===== src/rtl/fastram_ctrl_if.sv =====
`default_nettype none
// ============================================================================
//  Module      : fastram_ctrl_if
//  Description : 68000-side bus bundle for the Zorro II fast-RAM controller.
//                master = CPU/bus side, slave = RAM controller side.
//  Revision    : 1.0 - initial release
// ============================================================================
interface fastram_ctrl_if #(
  parameter int BANKS = 2
);
  logic [2:0]       A;
  logic [2:0]       BASE_RAM;
  logic             RAM_CONFIGURED_n;
  logic [BANKS-1:0] BANK_EN;
  logic             RW_n;
  logic             UDS_n;
  logic             LDS_n;
  logic             AS_n;
  logic             DS_n;
  logic             AS_CPU_n;
  logic             BG_68SEC000_n;
  logic [BANKS-1:0] OE_n;
  logic [BANKS-1:0] WE_ODD_n;
  logic [BANKS-1:0] WE_EVEN_n;
  logic             RAM_ACCESS;
  logic             DTACK_n;

  modport master (
    output A, BASE_RAM, RAM_CONFIGURED_n, BANK_EN, RW_n, UDS_n, LDS_n,
           AS_n, DS_n, AS_CPU_n, BG_68SEC000_n,
    input  OE_n, WE_ODD_n, WE_EVEN_n, RAM_ACCESS, DTACK_n
  );

  modport slave (
    input  A, BASE_RAM, RAM_CONFIGURED_n, BANK_EN, RW_n, UDS_n, LDS_n,
           AS_n, DS_n, AS_CPU_n, BG_68SEC000_n,
    output OE_n, WE_ODD_n, WE_EVEN_n, RAM_ACCESS, DTACK_n
  );
endinterface
`default_nettype wire


===== src/rtl/fastram_ctrl.sv =====
`default_nettype none
// ============================================================================
//  Module      : fastram_ctrl
//  Description : Zorro II fast-RAM controller. Decodes up to four 4MB banks
//                behind the autoconfig base, generates per-bank OE/WE strobes
//                and a DTACK handshake with programmable wait states.
//  Revision    : 1.0 - initial release
// ============================================================================
module fastram_ctrl #(
  parameter int BANKS       = 2,
  parameter int WAIT_STATES = 0
) (
  input  logic          CLKCPU,
  input  logic          RESET_n,
  fastram_ctrl_if.slave bus
);

  // Counter preload; the WAIT state is entered only when WAIT_STATES > 0.
  localparam logic [3:0] C_WAIT_LOAD = (WAIT_STATES > 0) ? 4'(WAIT_STATES - 1) : 4'd0;

  typedef enum logic [1:0] {
    ST_IDLE = 2'd0,
    ST_WAIT = 2'd1,
    ST_ACK  = 2'd2
  } state_t;

  state_t           state_q;
  logic [3:0]       cnt_q;
  logic [BANKS-1:0] w_hit;
  logic [BANKS-1:0] w_oe_n;
  logic [BANKS-1:0] w_we_odd_n;
  logic [BANKS-1:0] w_we_even_n;
  logic             w_ram_access;

  // Each bank owns two consecutive 2MB slots above the base, wrapping at 8.
  for (genvar k = 0; k < BANKS; k++) begin : g_bank
    logic [2:0] w_slot_lo;
    logic [2:0] w_slot_hi;

    assign w_slot_lo = bus.BASE_RAM + 3'(2 * k);
    assign w_slot_hi = bus.BASE_RAM + 3'(2 * k + 1);

    assign w_hit[k] = !bus.AS_n && !bus.RAM_CONFIGURED_n && bus.BANK_EN[k] &&
                      ((bus.A == w_slot_lo) || (bus.A == w_slot_hi));

    // Strobes are gated by reset so the RAM is never driven during reset.
    assign w_oe_n[k]      = !(RESET_n && w_hit[k] &&  bus.RW_n && !bus.DS_n);
    assign w_we_odd_n[k]  = !(RESET_n && w_hit[k] && !bus.RW_n && !bus.LDS_n);
    assign w_we_even_n[k] = !(RESET_n && w_hit[k] && !bus.RW_n && !bus.UDS_n);
  end

  assign w_ram_access   = RESET_n && (|w_hit);
  assign bus.RAM_ACCESS = w_ram_access;
  assign bus.OE_n       = w_oe_n;
  assign bus.WE_ODD_n   = w_we_odd_n;
  assign bus.WE_EVEN_n  = w_we_even_n;

  // DTACK follows AS_CPU_n combinationally so it drops without waiting an edge.
  assign bus.DTACK_n = !(RESET_n && (state_q == ST_ACK) && !bus.AS_CPU_n);

  // Handshake sequencer: qualify the cycle, burn wait states, hold acknowledge.
  always_ff @(posedge CLKCPU or negedge RESET_n) begin
    if (!RESET_n) begin
      state_q <= ST_IDLE;
      cnt_q   <= 4'd0;
    end else begin
      case (state_q)
        ST_IDLE: begin
          if (!bus.AS_CPU_n && w_ram_access && bus.BG_68SEC000_n) begin
            if (WAIT_STATES == 0) begin
              state_q <= ST_ACK;
            end else begin
              state_q <= ST_WAIT;
              cnt_q   <= C_WAIT_LOAD;
            end
          end
        end
        ST_WAIT: begin
          if (bus.AS_CPU_n) begin
            // Cycle aborted by the CPU before we acknowledged it.
            state_q <= ST_IDLE;
            cnt_q   <= 4'd0;
          end else if (bus.BG_68SEC000_n) begin
            if (cnt_q == 4'd0) begin
              state_q <= ST_ACK;
            end else begin
              cnt_q <= cnt_q - 4'd1;
            end
          end
        end
        ST_ACK: begin
          if (bus.AS_CPU_n) begin
            state_q <= ST_IDLE;
          end
        end
        default: begin
          state_q <= ST_IDLE;
          cnt_q   <= 4'd0;
        end
      endcase
    end
  end

endmodule
`default_nettype wire

===== src/flat_wrapper.sv =====
// flat-port wrapper written by rule: the top's interface ports become plain ports
module fastram_ctrl_flat 
#(
  parameter int BANKS       = 2,
  parameter int WAIT_STATES = 0
)
  (CLKCPU, RESET_n, bus_A, bus_BASE_RAM, bus_RAM_CONFIGURED_n, bus_BANK_EN, bus_RW_n, bus_UDS_n, bus_LDS_n, bus_AS_n, bus_DS_n, bus_AS_CPU_n, bus_BG_68SEC000_n, bus_OE_n, bus_WE_ODD_n, bus_WE_EVEN_n, bus_RAM_ACCESS, bus_DTACK_n);
  fastram_ctrl_if #(.BANKS(BANKS)) bus_i ();
  input  logic CLKCPU;
  input  logic RESET_n;
  input wire logic [$bits(bus_i.A)-1:0] bus_A;
  input wire logic [$bits(bus_i.BASE_RAM)-1:0] bus_BASE_RAM;
  input wire logic [$bits(bus_i.RAM_CONFIGURED_n)-1:0] bus_RAM_CONFIGURED_n;
  input wire logic [$bits(bus_i.BANK_EN)-1:0] bus_BANK_EN;
  input wire logic [$bits(bus_i.RW_n)-1:0] bus_RW_n;
  input wire logic [$bits(bus_i.UDS_n)-1:0] bus_UDS_n;
  input wire logic [$bits(bus_i.LDS_n)-1:0] bus_LDS_n;
  input wire logic [$bits(bus_i.AS_n)-1:0] bus_AS_n;
  input wire logic [$bits(bus_i.DS_n)-1:0] bus_DS_n;
  input wire logic [$bits(bus_i.AS_CPU_n)-1:0] bus_AS_CPU_n;
  input wire logic [$bits(bus_i.BG_68SEC000_n)-1:0] bus_BG_68SEC000_n;
  output wire logic [$bits(bus_i.OE_n)-1:0] bus_OE_n;
  output wire logic [$bits(bus_i.WE_ODD_n)-1:0] bus_WE_ODD_n;
  output wire logic [$bits(bus_i.WE_EVEN_n)-1:0] bus_WE_EVEN_n;
  output wire logic [$bits(bus_i.RAM_ACCESS)-1:0] bus_RAM_ACCESS;
  output wire logic [$bits(bus_i.DTACK_n)-1:0] bus_DTACK_n;
  assign bus_i.A = bus_A;
  assign bus_i.BASE_RAM = bus_BASE_RAM;
  assign bus_i.RAM_CONFIGURED_n = bus_RAM_CONFIGURED_n;
  assign bus_i.BANK_EN = bus_BANK_EN;
  assign bus_i.RW_n = bus_RW_n;
  assign bus_i.UDS_n = bus_UDS_n;
  assign bus_i.LDS_n = bus_LDS_n;
  assign bus_i.AS_n = bus_AS_n;
  assign bus_i.DS_n = bus_DS_n;
  assign bus_i.AS_CPU_n = bus_AS_CPU_n;
  assign bus_i.BG_68SEC000_n = bus_BG_68SEC000_n;
  assign bus_OE_n = bus_i.OE_n;
  assign bus_WE_ODD_n = bus_i.WE_ODD_n;
  assign bus_WE_EVEN_n = bus_i.WE_EVEN_n;
  assign bus_RAM_ACCESS = bus_i.RAM_ACCESS;
  assign bus_DTACK_n = bus_i.DTACK_n;
  fastram_ctrl #(.BANKS(BANKS), .WAIT_STATES(WAIT_STATES)) u_core (.CLKCPU(CLKCPU), .RESET_n(RESET_n), .bus(bus_i));
endmodule

===== config.mk =====
export PLATFORM = sky130hd
export DESIGN_NAME = fastram_ctrl_flat
export DESIGN_NICKNAME = d
export VERILOG_FILES = /design/src/rtl/fastram_ctrl_if.sv /design/src/rtl/fastram_ctrl.sv /design/src/flat_wrapper.sv
export SDC_FILE = /design/constraint.sdc
export NUM_CORES = 1
export LEC_CHECK = 0
export BUFFER_PORTS_ARGS = -buffer_cell sky130_fd_sc_hd__buf_2
export CAP_MARGIN = 20
export CORE_AREA = 2 2 39 41
export DETAILED_ROUTE_END_ITERATION = 10
export DIE_AREA = 0 0 41 43
export PLACE_DENSITY = 0.53
export SYNTH_ARGS = -nofsm -noshare
export SYNTH_HDL_FRONTEND = slang
export SYNTH_SLANG_ARGS = --single-unit
export TNS_END_PERCENT = 100

===== constraint.sdc =====
create_clock -name CLKCPU -period 1.55 [get_ports CLKCPU]
set_clock_uncertainty 0.15 [all_clocks]
set_input_delay 0.0775 -clock CLKCPU [delete_from_list [all_inputs] [get_ports CLKCPU]]
set_output_delay 0.0775 -clock CLKCPU [all_outputs]
set_load 0.1 [all_outputs]

* After elaboration in Yosys (flattened, before gate mapping)
Cells that the tools add are included.
** Word-level totals
- Input bits :: 18
- Register bits after elaboration :: 6
- Output and inout bits :: 8
** Cells by class
- Bitwise operators :: 1
- Reduce and logical (&&, ||, !) cells :: 44
- Add/sub/neg operators :: 4
- Equal/unequal tests :: 11
- Muxes and demuxes :: 10
** Operators by type and width (number)
- 1-bit logical AND :: 22
- 1-bit zero test :: 14
- 3-bit equality test :: 4
- 4-bit two-way mux :: 3
- 2-bit two-way mux :: 5
- 4-bit one-hot mux with 2 select lines :: 1
- 3-bit by 2-bit adder with 3-bit output (second input constant) :: 2
- 3-bit != test (second input constant) :: 2
- 2-bit one-hot mux with 3 select lines :: 1
- 4-bit zero test :: 1
- 4-bit AND reduction :: 1
- 2-bit OR reduction :: 2
- 4-bit by 1-bit subtractor with 4-bit output (second input constant) :: 1
- 3-bit by 1-bit adder with 3-bit output (second input constant) :: 1
- 3-bit by 2-bit != test with 1-bit output (second input constant) :: 1
- 3-bit AND reduction :: 1
- 2-bit by 1-bit equality test with 1-bit output (second input constant) :: 1
- 2-bit equality test (second input constant) :: 1
- 2-bit zero test :: 1
- 1-bit logical OR :: 2
- 2-bit by 1-bit != test with 1-bit output (second input constant) :: 1
- 2-bit != test (second input constant) :: 1
- 1-bit NOT :: 1

* Longest topological paths before layout
Gate-level depths: netlist of the first run.
- Depth in word-level cells :: 10
- Gate-level depth with buffers :: 7
- Mapped depth without buffers :: 7

* Worst setup path after synthesis of the first run
Ideal clock, no wire load.
- Kind :: input-to-output
- Start point :: input bus_BASE_RAM[0]
- End point :: output bus_OE_n[1]
- Stages on the path :: 6
- Setup slack :: -0.345 ns
- Required time :: 1.322 ns
- Data arrival time :: 1.668 ns
- Path through :: inv_1 ha_1 xor2_1 nand4_1 o32ai_2 nand3b_1
** On the way
- Longest elaborated chain between the ends :: 8
- Elaborated cells between the ends (all ways) :: 10
- Those cells by class :: 2 x add/sub; 2 x eq/ne; 6 x reduce/logical
** Ends and longest elaborated chain
- start: declaration :: RTL line flat_wrapper.sv:12 : input wire logic [$bits(bus_i.BASE_RAM)-1:0] bus_BASE_RAM;
- 3-bit by 2-bit adder with 3-bit output, on equally long branches :: RTL line fastram_ctrl.sv:40, fastram_ctrl.sv:41
- 3-bit equality test :: RTL line fastram_ctrl.sv:44 : ((bus.A == w_slot_lo) || (bus.A == w_slot_hi));
- 1-bit logical OR (*) :: RTL line fastram_ctrl.sv:44
- 1-bit logical AND (*) :: RTL line fastram_ctrl.sv:43 : assign w_hit[k] = !bus.AS_n && !bus.RAM_CONFIGURED_n && bus.BANK_EN[k] &&
- 1-bit logical AND (*) (3 in a row) :: RTL line fastram_ctrl.sv:47 : assign w_oe_n[k] = !(RESET_n && w_hit[k] && bus.RW_n && !bus.DS_n);
- 1-bit zero test (*) :: RTL line fastram_ctrl.sv:47
- end: declaration :: RTL line flat_wrapper.sv:22 : output wire logic [$bits(bus_i.OE_n)-1:0] bus_OE_n;
Mark *: on every way between the ends. The rest lies on a longest branch, timed or not.

* Worst setup path after layout of the first run
- Start point :: input bus_BASE_RAM[1]
- End point :: output bus_OE_n[0]
** On the way
- Longest elaborated chain between the ends :: 8
- Elaborated cells between the ends (all ways) :: 9
- Those cells by class :: 1 x add/sub; 2 x eq/ne; 6 x reduce/logical
** Ends and longest elaborated chain
- 3-bit by 1-bit adder with 3-bit output :: RTL line fastram_ctrl.sv:41 : assign w_slot_hi = bus.BASE_RAM + 3'(2 * k + 1);
- 3-bit equality test :: RTL line fastram_ctrl.sv:44
- 1-bit logical OR (*) :: RTL line fastram_ctrl.sv:44
- 1-bit logical AND (*) :: RTL line fastram_ctrl.sv:43
- 1-bit logical AND (*) (3 in a row) :: RTL line fastram_ctrl.sv:47
- 1-bit zero test (*) :: RTL line fastram_ctrl.sv:47
Marks and branches as above.

==> tab_implementation.tex, run 1 <==
\begin{tabular}{lr}
\hline
Metric & Value \\
\hline
\multicolumn{2}{l}{\textbf{Yosys}} \\
Cell count after synthesis & 35 \\
Cell area after technology mapping & about 290 um2 \\
Adder-cell share of the synthesized area & 0.0870 \\
Number of flip-flops and latches in the synthesized netlist & 1 \\
Synth warn & 0 \\
Post-synthesis compound-gate area fraction & 0.165 \\
Post-synth ARST share & 1.00 \\
Post-synthesis mux area share & 0.0348 \\
Combinational family with the most area after synthesis & simple AND/OR/NAND/NOR gates \\
Number of flops mapped to enable cells by yosys & 0 \\
XOR/XNOR share of the synthesized area & 0.204 \\
Net Count, Synth & 55 \\
Ys flop type & sky130\_fd\_sc\_hd\_\_dfrtp\_1 \\
Simple logic cell fraction of the synthesized area & 0.357 \\
Yosys cell types & 23 \\
Mean instance size in the synthesized netlist & 8.22 um2 \\
Sequential-to-total area share from yosys stat & 0.0870 \\
\multicolumn{2}{l}{\textbf{STA}} \\
Worst setup slack after layout & -0.151 ns \\
Fmax & a little under 600 MHz \\
Slew Limit Fails & 0 \\
Slew of the pin with the lowest slew margin & approximately 0.49 ns \\
Unrepaired setup endpoints after global routing & yes \\
Post-layout min period & 1.70 ns \\
Minimum hold slack & 0.141 ns \\
Final Hold Viols & 0 \\
Number of endpoints failing setup at the final stage & 8 \\
Final cycle utilization of the critical path & 1.10 \\
Slew margin rel. & 0.678 \\
\multicolumn{2}{l}{\textbf{Place}} \\
Placed Cells incl. Taps & 84 \\
Final HPWL from detailed placement & $\sim$650 um \\
Total of buffers placed on input and output ports & 25 \\
GPL Wtd Cong & 0.699 \\
Area after detailed placement & 581 um2 \\
\multicolumn{2}{l}{\textbf{Finish}} \\
Net count reported at finish & 93 \\
Share of the core filled with cells in the final layout & 0.534 \\
Final non-filler cell area & about 740 um2 \\
Number of cells in the finished layout apart from fillers & 87 \\
P\&R area growth vs syn & 157\% \\
Share of layout cells above drive strength 1 & 0.761 \\
Biggest register & u\_core.state\_q \\
Flip-flop count of the largest register, all copies and words added & 1 \\
Top Registers & u\_core.state\_q x1 \\
Diode insertion count for antenna repair & 0 \\
Total of fill cells in the finished design & 132 \\
\multicolumn{2}{l}{\textbf{Critical path}} \\
Family with the most delay on the worst path & simple AND/OR/NAND/NOR gates \\
Reg-to-reg startpoint & u\_core.state\_q[1] \\
Critical Path Max Stage Delay & 0.42 ns \\
Cell Chain, Critical Path & buf\_8 -> inv\_8 -> ha\_4 -> xor2\_4 -> a21boi\_2 -> nand3\_2 -> or3b\_4 -> buf\_12 \\
Number of buffers and inverters on the critical path & 3 \\
Slack of the worst reg-to-reg path & 0.76 ns \\
Critical R2R Capture & u\_core.state\_q[1] \\
Crit Path Max Fanout & 3 \\
Required arrival time at the worst endpoint & 1.32 ns \\
Cells on worst reg2reg path & 2 \\
Capturing element type of the critical path & output pin \\
CP max stage cell & sky130\_fd\_sc\_hd\_\_or3b\_4 \\
Startpoint type of the worst setup path & primary input \\
Data arrival at the endpoint of the critical path & 1.47 ns \\
Kind of critical path & in -> out \\
\multicolumn{2}{l}{\textbf{Run status}} \\
Result of the run & complete, but fails checks \\
Violations in the final reports & negative setup slack \\
\multicolumn{2}{l}{\textbf{Detailed routing}} \\
Vias per cell & 4.39 \\
Drt pass-1 iters & 1 \\
Number of vias after detailed routing & about 380 \\
DRC Markers & 0 \\
Routed WL per cell & roughly 9 um \\
Total Wirelength & 781 um \\
Antenna Violating Nets Remaining & 0 \\
Number of violations reported at the end of detailed-routing iteration 0 & 0 \\
\multicolumn{2}{l}{\textbf{Die}} \\
Die boundary height & 43 um \\
Site row count & 14 \\
Horiz. Die Dim & 41 um \\
Std-Cell Core Area & 1380 um2 \\
Effective utilization at floorplan & 0.208 \\
Die area & 1760 um2 \\
Boundary Pins & 26 \\
\multicolumn{2}{l}{\textbf{Global route}} \\
Remaining global-route overflow & 0 \\
Global Route Usage Sum & 0.0971 \\
Pin count of the biggest net entering global routing & 7 \\
Via count of the first global-routing pass & about 380 \\
First-pass GRT wire length & 1300 um \\
Antenna violations before repair & 0 \\
\multicolumn{2}{l}{\textbf{Pwr}} \\
Static leakage power & approximately 0.33 nW \\
Total power divided by cell area & 257 nW/um2 \\
Maximum VDD drop & between 100 and 150 uV \\
Total chip power & 0.190 mW \\
\multicolumn{2}{l}{\textbf{Worst hold path}} \\
Origin of the worst min-delay path & bus\_AS\_CPU\_n \\
End of the worst hold path & u\_core.state\_q[1] \\
Class of the tightest hold or removal check & in -> reg \\
Count of cells along the worst hold path & 2 \\
\multicolumn{2}{l}{\textbf{CTS}} \\
Clock-pin slew on the worst setup and hold paths & 0 ns \\
Clock latency on the worst-skew pair & 0 ns \\
\multicolumn{2}{l}{\textbf{Job}} \\
Max-cap check violation count & 0 \\
\hline
\end{tabular}
==> kinds of logic after synthesis <==
| kind of cell | Yosys count |
|---|---|
| AND/OR/NAND/NOR | 16 |
| AO/OA/AOI/OAI | 5 |
| XOR/XNOR | 5 |
| buffers and inverters | 5 |
| adder cells (fa/ha/maj) | 2 |
| multiplexers | 1 |
| flip-flops | 1 |
==> cell usage after synthesis, drive strengths merged, types with 2 or more instances <==
cell / n / area, um2
nand3b: 2 / 15.0
or3: 4 / 25.0
nand2: 2 / 7.51
inv: 5 / 18.8
ha: 2 / 25.0
xor2: 4 / 50.1
==> repair_timing <==
| item | in CTS | in global routing |
|---|---|---|
| pin swaps | 5 | 0 |
| hold buffers | 1 | 0 |
| hold endpoints to repair | 1 | 0 |
| setup buffers | 2 | 0 |
| endpoints found under the setup margin | 8 | 8 |
| gates resized for setup | 31 | 2 |
==> cell type report <==
class                           count  area, um2  area share
Sequential cell                     1       25.0      0.0338
Timing Repair Buffer               36        340       0.460
Multi-Input combinational cell     29        320       0.433
Inverter                            5       33.8      0.0457
Tap cell                           16       20.0      0.0271
==> where the power goes <==
group | internal, mW | switching, mW | leakage, nW
clock network | 0 | 0 | 0
logic | 0.0880 | 0.0745 | 0.313
registers | 0.0272 | 0.000333 | 0.0139
==> cell usage in the layout, fill, tap and decap left out, drive strengths merged, types with 2 or more instances in the layout <==
cell / n
xor2: 4
nand2: 2
or3: 4
nand3b: 2
ha: 2
buf: 35
inv: 5
==> through the flow <==
stage          setup slack (ns)  setup TNS, ns
2_1_floorplan            -0.198         -0.301
4_1_cts                  -0.155         -0.710
6_report                 -0.151         -0.654
3_3_place_gp             -0.334          -1.84
5_1_grt                  -0.268          -1.52
3_5_place_dp             -0.346          -1.96
==> worst max-delay path by stage <==
stage	slack, ns	cells past startpoint	to	start
detailed placement	-0.35	9	bus_WE_ODD_n[1]	bus_BASE_RAM[0]
global placement	-0.33	9	bus_WE_EVEN_n[1]	bus_BASE_RAM[0]
floorplan	-0.20	6	bus_OE_n[1]	bus_BASE_RAM[0]
CTS	-0.16	9	bus_WE_ODD_n[1]	bus_BASE_RAM[0]
finish	-0.15	8	bus_OE_n[0]	bus_BASE_RAM[1]
global route	-0.27	9	bus_WE_EVEN_n[1]	bus_BASE_RAM[0]
==> per-layer routing <==
layer	share of wire	vias to the layer above	global-route usage
li1	-	194	-
met1	0.35	169	0.0860
met2	0.56	19	0.216
met3	0.091	0	0.00524
met4	0	0	0
met5	0	-	0
Power figures use the tool's default switching activity.
==> run 2: changes to the inputs <==
- clock period: 1.55 -> 2.1 ns (I/O delays scaled with it)
==> tab_implementation.tex, run 2 (same netlist as run 1, synthesis figures left out) <==
\begin{tabular}{lr}
\hline
Metric & Value \\
\hline
\multicolumn{2}{l}{\textbf{Run status}} \\
Result of the run & finished clean \\
\multicolumn{2}{l}{\textbf{Finish}} \\
Biggest register & u\_core.state\_q \\
Share of layout cells above drive strength 1 & 0.516 (-0.244) \\
Footprint of the multi-input gates & 251 um2 (-21\%) \\
Flip-flop count of the largest register, all copies and words added & 1 (unchanged) \\
Storage element area & 25.0 um2 (unchanged) \\
Diode insertion count for antenna repair & 0 (unchanged) \\
Share of the core filled with cells in the final layout & 0.345 (-0.189) \\
P\&R area growth vs syn & 66.1\% \\
Net count reported at finish & 84 (-9.7\%) \\
Top Registers & u\_core.state\_q x1 \\
Total of fill cells in the finished design & 162 (+23\%) \\
Commonest non-fill, non-tap cell in the layout & sky130\_fd\_sc\_hd\_\_buf\_2 \\
Most frequent cells in the layout & 22 x sky130\_fd\_sc\_hd\_\_buf\_2, 5 x sky130\_fd\_sc\_hd\_\_inv\_1, 4 x sky130\_fd\_sc\_hd\_\_or3\_1 \\
\multicolumn{2}{l}{\textbf{STA}} \\
Slew margin rel. & 0.678 (about the same) \\
Fmax & 523 MHz \\
Total Negative Setup Slacks & 0 ns (+0.654 ns) \\
Number of endpoints failing setup at the final stage & 0 (-8) \\
Slew Limit Fails & 0 (unchanged) \\
Minimum hold slack & 0.171 ns (+0.0303 ns) \\
Final cycle utilization of the critical path & 0.911 \\
Final Hold Viols & 0 (unchanged) \\
Unrepaired setup endpoints after global routing & no \\
Post-layout min period & 1.91 ns \\
Slew of the pin with the lowest slew margin & 0.487 ns (+0.000862 ns) \\
\multicolumn{2}{l}{\textbf{Critical path}} \\
Startpoint type of the worst setup path & primary input \\
Required arrival time at the worst endpoint & 1.85 ns (+0.53 ns) \\
Kind of critical path & in -> out \\
Capturing element type of the critical path & output pin \\
Data arrival at the endpoint of the critical path & 1.66 ns (+0.19 ns) \\
Cells on worst reg2reg path & 2 (unchanged) \\
Crit Path Max Fanout & 3 (unchanged) \\
Critical R2R Capture & u\_core.state\_q[1] \\
Slack of the worst reg-to-reg path & 1.34 ns (+0.58 ns) \\
Reg-to-reg startpoint & u\_core.state\_q[1] \\
\multicolumn{2}{l}{\textbf{Global route}} \\
Remaining global-route overflow & 0 (unchanged) \\
Global Route Usage Sum & 0.0741 (-0.0229) \\
First-pass GRT wire length & 993 um (-23\%) \\
Pin count of the biggest net entering global routing & 7 (unchanged) \\
Antenna violations before repair & 0 (unchanged) \\
Via count of the first global-routing pass & 285 (-25\%) \\
\multicolumn{2}{l}{\textbf{Place}} \\
Final HPWL from detailed placement & 587 um (-10\%) \\
GPL Wtd Cong & 0.651 (-6.9\%) \\
Total of buffers placed on input and output ports & 25 (unchanged) \\
\multicolumn{2}{l}{\textbf{Worst hold path}} \\
End of the worst hold path & u\_core.state\_q[1] \\
Origin of the worst min-delay path & bus\_AS\_CPU\_n \\
Class of the tightest hold or removal check & in -> reg \\
Count of cells along the worst hold path & 2 (unchanged) \\
\multicolumn{2}{l}{\textbf{Detailed routing}} \\
Routed WL per cell & 7.95 um (-11\%) \\
Number of vias after detailed routing & 326 (-15\%) \\
Drt pass-1 iters & 4 (+3) \\
Vias per cell & 4.18 (-4.8\%) \\
Total Wirelength & 620 um (-21\%) \\
Number of violations reported at the end of detailed-routing iteration 0 & 2 (+2) \\
DRC Markers & 0 (unchanged) \\
Antenna Violating Nets Remaining & 0 (unchanged) \\
\multicolumn{2}{l}{\textbf{Die}} \\
Horiz. Die Dim & 41 um (unchanged) \\
Boundary Pins & 26 (unchanged) \\
Site row count & 14 (unchanged) \\
Std-Cell Core Area & 1380 um2 (unchanged) \\
Effective utilization at floorplan & 0.208 (unchanged) \\
Die area & 1760 um2 (unchanged) \\
Die boundary height & 43 um (unchanged) \\
\multicolumn{2}{l}{\textbf{Pwr}} \\
Maximum VDD drop & 58.2 uV (-53\%) \\
Static leakage power & 0.215 nW (-34\%) \\
Total power divided by cell area & 204 nW/um2 (-20\%) \\
\multicolumn{2}{l}{\textbf{CTS}} \\
Clock-pin slew on the worst setup and hold paths & 0 ns (unchanged) \\
Post-CTS repair timing setup buffer count & 0 (-2) \\
Clock latency on the worst-skew pair & 0 ns (unchanged) \\
\multicolumn{2}{l}{\textbf{Job}} \\
Max-cap check violation count & 0 (unchanged) \\
\hline
\end{tabular}
==> run 2: routing by layer <==
layer	global-route usage	vias up	routed length, um
li1	-	174	-
met1	0.0831	138	215
met2	0.144	14	319
met3	0.0105	0	86
met4	0	0	0
met5	0	-	0
==> run 2: where the power goes <==
group          internal, mW  switching, mW  total [mW]
combinational        0.0361         0.0413      0.0774
clock                     0              0           0
sequential           0.0200       0.000183      0.0202
total                0.0561         0.0415      0.0977
==> run 2: through the flow <==
stage                     area, um2  total power, mW  setup WS [ns]  cells
after global placement          455           0.0946         0.0945     77
after CTS                       465           0.0971         0.0865     78
after detailed placement        455           0.0955         0.0865     77
final                           478           0.0977          0.187     78
after floorplan                 288           0.0655          0.150     35
after global routing            478            0.106         0.0370     78
==> run 2: layout make-up <==
type | count | area share
Inverter | 5 | 0.0393
Multi-Input combinational cell | 29 | 0.526
Sequential cell | 1 | 0.0524
Tap cell | 16 | 0.0419
Timing Repair Buffer | 27 | 0.340
==> run 2: worst max-delay path by stage <==
| stage | startpoint | endpoint | slack [ns] | cells past startpoint |
|---|---|---|---|---|
| CTS | bus_BASE_RAM[0] | bus_WE_ODD_n[1] | 0.09 | 9 |
| floorplan | bus_BASE_RAM[0] | bus_OE_n[1] | 0.15 | 6 |
| finish | bus_BASE_RAM[0] | bus_WE_ODD_n[1] | 0.19 | 9 |
| global placement | bus_BASE_RAM[0] | bus_WE_EVEN_n[1] | 0.09 | 9 |
| detailed placement | bus_BASE_RAM[0] | bus_WE_ODD_n[1] | 0.09 | 9 |
| global route | bus_BASE_RAM[0] | bus_WE_ODD_n[1] | 0.04 | 9 |
==> run 2: worst max-delay path, cell delays in order <==
cell and delay (ns):
sky130_fd_sc_hd__buf_2 0.12, sky130_fd_sc_hd__inv_1 0.05, sky130_fd_sc_hd__ha_1 0.31, sky130_fd_sc_hd__xor2_2 0.16, sky130_fd_sc_hd__nand4_1 0.13, sky130_fd_sc_hd__o32ai_2 0.16, sky130_fd_sc_hd__inv_1 0.07, sky130_fd_sc_hd__or3_1 0.31
sky130_fd_sc_hd__buf_4 0.24
==> run 2: timing repair <==
item                                    4_1_cts  5_1_grt
hold buffers                                  1        0
gates resized for setup                       0        5
endpoints found under the setup margin        0        2
endpoints found under the hold margin         1        0
==> run 3: changes to the inputs <==
- ABC_CLOCK_PERIOD_IN_PS: default -> 2100
- RECOVER_POWER: default -> 25
==> tab_implementation.tex, run 3 (same netlist as run 1, synthesis figures left out) <==
\begin{tabular}{lr}
\hline
Metric & Value \\
\hline
\multicolumn{2}{l}{\textbf{STA}} \\
Minimum hold slack & 0.171 ns (unchanged) \\
Slew margin rel. & 0.231 (-0.447) \\
Final Hold Viols & 0 (unchanged) \\
Slew of the pin with the lowest slew margin & 1.16 ns (+0.672 ns) \\
Fmax & 523 MHz (about the same) \\
Total Negative Setup Slacks & 0 ns (unchanged) \\
Final cycle utilization of the critical path & 0.911 (about the same) \\
Post-layout min period & 1.91 ns (-0.00000400 ns) \\
Worst setup slack after layout & 0.187 ns (+0.00000400 ns) \\
Number of endpoints failing setup at the final stage & 0 (unchanged) \\
Slew Limit Fails & 0 (unchanged) \\
Unrepaired setup endpoints after global routing & no \\
\multicolumn{2}{l}{\textbf{Run status}} \\
Result of the run & finished clean \\
\multicolumn{2}{l}{\textbf{Finish}} \\
Final non-filler cell area & 475 um2 (-0.52\%) \\
Footprint of the multi-input gates & 251 um2 (unchanged) \\
Commonest non-fill, non-tap cell in the layout & sky130\_fd\_sc\_hd\_\_buf\_2 \\
Biggest register & u\_core.state\_q \\
Total of fill cells in the finished design & 164 (+1.2\%) \\
Diode insertion count for antenna repair & 0 (unchanged) \\
Top Registers & u\_core.state\_q x1 \\
Most frequent cells in the layout & 20 x sky130\_fd\_sc\_hd\_\_buf\_2, 5 x sky130\_fd\_sc\_hd\_\_inv\_1, 4 x sky130\_fd\_sc\_hd\_\_or3\_1 \\
Net count reported at finish & 84 (unchanged) \\
Number of cells in the finished layout apart from fillers & 78 (unchanged) \\
Storage element area & 25.0 um2 (unchanged) \\
Share of layout cells above drive strength 1 & 0.484 (-0.0323) \\
P\&R area growth vs syn & 65.2\% \\
Flip-flop count of the largest register, all copies and words added & 1 (unchanged) \\
\multicolumn{2}{l}{\textbf{Global route}} \\
Remaining global-route overflow & 0 (unchanged) \\
Pin count of the biggest net entering global routing & 7 (unchanged) \\
Global Route Usage Sum & 0.0741 (unchanged) \\
Antenna violations before repair & 0 (unchanged) \\
Via count of the first global-routing pass & 285 (unchanged) \\
First-pass GRT wire length & 993 um (unchanged) \\
\multicolumn{2}{l}{\textbf{Place}} \\
Pre-CTS worst setup slack & 0.0865 ns (unchanged) \\
GPL Wtd Cong & 0.651 (unchanged) \\
Final HPWL from detailed placement & 587 um (unchanged) \\
Area after detailed placement & 455 um2 (unchanged) \\
Total of buffers placed on input and output ports & 25 (unchanged) \\
Placed Cells incl. Taps & 77 (unchanged) \\
\multicolumn{2}{l}{\textbf{Critical path}} \\
Cells on worst reg2reg path & 2 (unchanged) \\
Capturing instance or port of the critical path & bus\_WE\_ODD\_n[1] \\
Critical R2R Capture & u\_core.state\_q[1] \\
Data arrival at the endpoint of the critical path & 1.66 ns (about the same) \\
Critical path origin & bus\_BASE\_RAM[0] \\
Required arrival time at the worst endpoint & 1.85 ns (about the same) \\
Crit Path Max Fanout & 3 (unchanged) \\
Startpoint type of the worst setup path & primary input \\
Capturing element type of the critical path & output pin \\
Slack of the worst reg-to-reg path & 1.34 ns (about the same) \\
Reg-to-reg startpoint & u\_core.state\_q[1] \\
Kind of critical path & in -> out \\
\multicolumn{2}{l}{\textbf{Detailed routing}} \\
Number of vias after detailed routing & 324 (-0.61\%) \\
Routed WL per cell & 7.97 um (+0.32\%) \\
Number of violations reported at the end of detailed-routing iteration 0 & 2 (unchanged) \\
Total Wirelength & 622 um (+0.32\%) \\
Vias per cell & 4.15 (-0.61\%) \\
Antenna Violating Nets Remaining & 0 (unchanged) \\
Drt pass-1 iters & 4 (unchanged) \\
DRC Markers & 0 (unchanged) \\
\multicolumn{2}{l}{\textbf{Pwr}} \\
Static leakage power & 0.211 nW (-1.8\%) \\
Maximum VDD drop & 58.2 uV (about the same) \\
Total power divided by cell area & 205 nW/um2 (+0.24\%) \\
\multicolumn{2}{l}{\textbf{CTS}} \\
Clock-pin slew on the worst setup and hold paths & 0 ns (unchanged) \\
Clock latency on the worst-skew pair & 0 ns (unchanged) \\
Post-CTS repair timing setup buffer count & 0 (unchanged) \\
\multicolumn{2}{l}{\textbf{Job}} \\
Max-cap check violation count & 0 (unchanged) \\
\multicolumn{2}{l}{\textbf{Die}} \\
Effective utilization at floorplan & 0.208 (unchanged) \\
Horiz. Die Dim & 41 um (unchanged) \\
Site row count & 14 (unchanged) \\
Boundary Pins & 26 (unchanged) \\
Die area & 1760 um2 (unchanged) \\
Die boundary height & 43 um (unchanged) \\
Std-Cell Core Area & 1380 um2 (unchanged) \\
\multicolumn{2}{l}{\textbf{Worst hold path}} \\
Class of the tightest hold or removal check & in -> reg \\
\hline
\end{tabular}
[run 3: report_power, final]
part	switching, mW	internal [mW]
Combinational	0.0414	0.0358
Sequential	0.000183	0.0200
Clock	0	0
[run 3: stage by stage]
stage	utilization	total power, mW
after floorplan	-	0.0655
after global placement	0.329	0.0946
after detailed placement	0.329	0.0955
after CTS	0.336	0.0971
after global routing	0.344	0.106
final	0.344	0.0974
[run 3: worst min-delay path by stage]
stage / startpoint / endpoint / slack [ns] / cells past startpoint
after floorplan: RESET_n / u_core.state_q[1] / -0.34 / 0
after global placement: RESET_n / u_core.state_q[1] / -0.26 / 1
after detailed placement: RESET_n / u_core.state_q[1] / -0.26 / 1
after CTS: bus_AS_CPU_n / u_core.state_q[1] / 0.18 / 2
after global routing: bus_AS_CPU_n / u_core.state_q[1] / 0.21 / 2
final: bus_AS_CPU_n / u_core.state_q[1] / 0.17 / 2
[run 3: per-layer routing]
layer | up-vias | track usage | part of all wire
met2 | 14 | 0.144 | 0.51
met4 | 0 | 0 | 0
li1 | 174 | - | -
met5 | - | 0 | 0
met3 | 0 | 0.0105 | 0.14
met1 | 136 | 0.0831 | 0.35
[run 3: repair_timing]
action | CTS | global route
hold endpoints to repair | 1 | 0
gates resized for setup | 0 | 5
hold buffers | 1 | 0
endpoints found under the setup margin | 0 | 2
[run 3: cell type report]
class	instances	share of cell area
Multi-Input combinational cell	29	0.529
Timing Repair Buffer	27	0.337
Sequential cell	1	0.0526
Tap cell	16	0.0421
Inverter	5	0.0395
[run 3: critical path, cell delays in order]
cell	delay (ns)
sky130_fd_sc_hd__buf_2	0.12
sky130_fd_sc_hd__inv_1	0.05
sky130_fd_sc_hd__ha_1	0.31
sky130_fd_sc_hd__xor2_2	0.16
sky130_fd_sc_hd__nand4_1	0.13
sky130_fd_sc_hd__o32ai_2	0.16
sky130_fd_sc_hd__inv_1	0.07
sky130_fd_sc_hd__or3_1	0.31
sky130_fd_sc_hd__buf_4	0.24
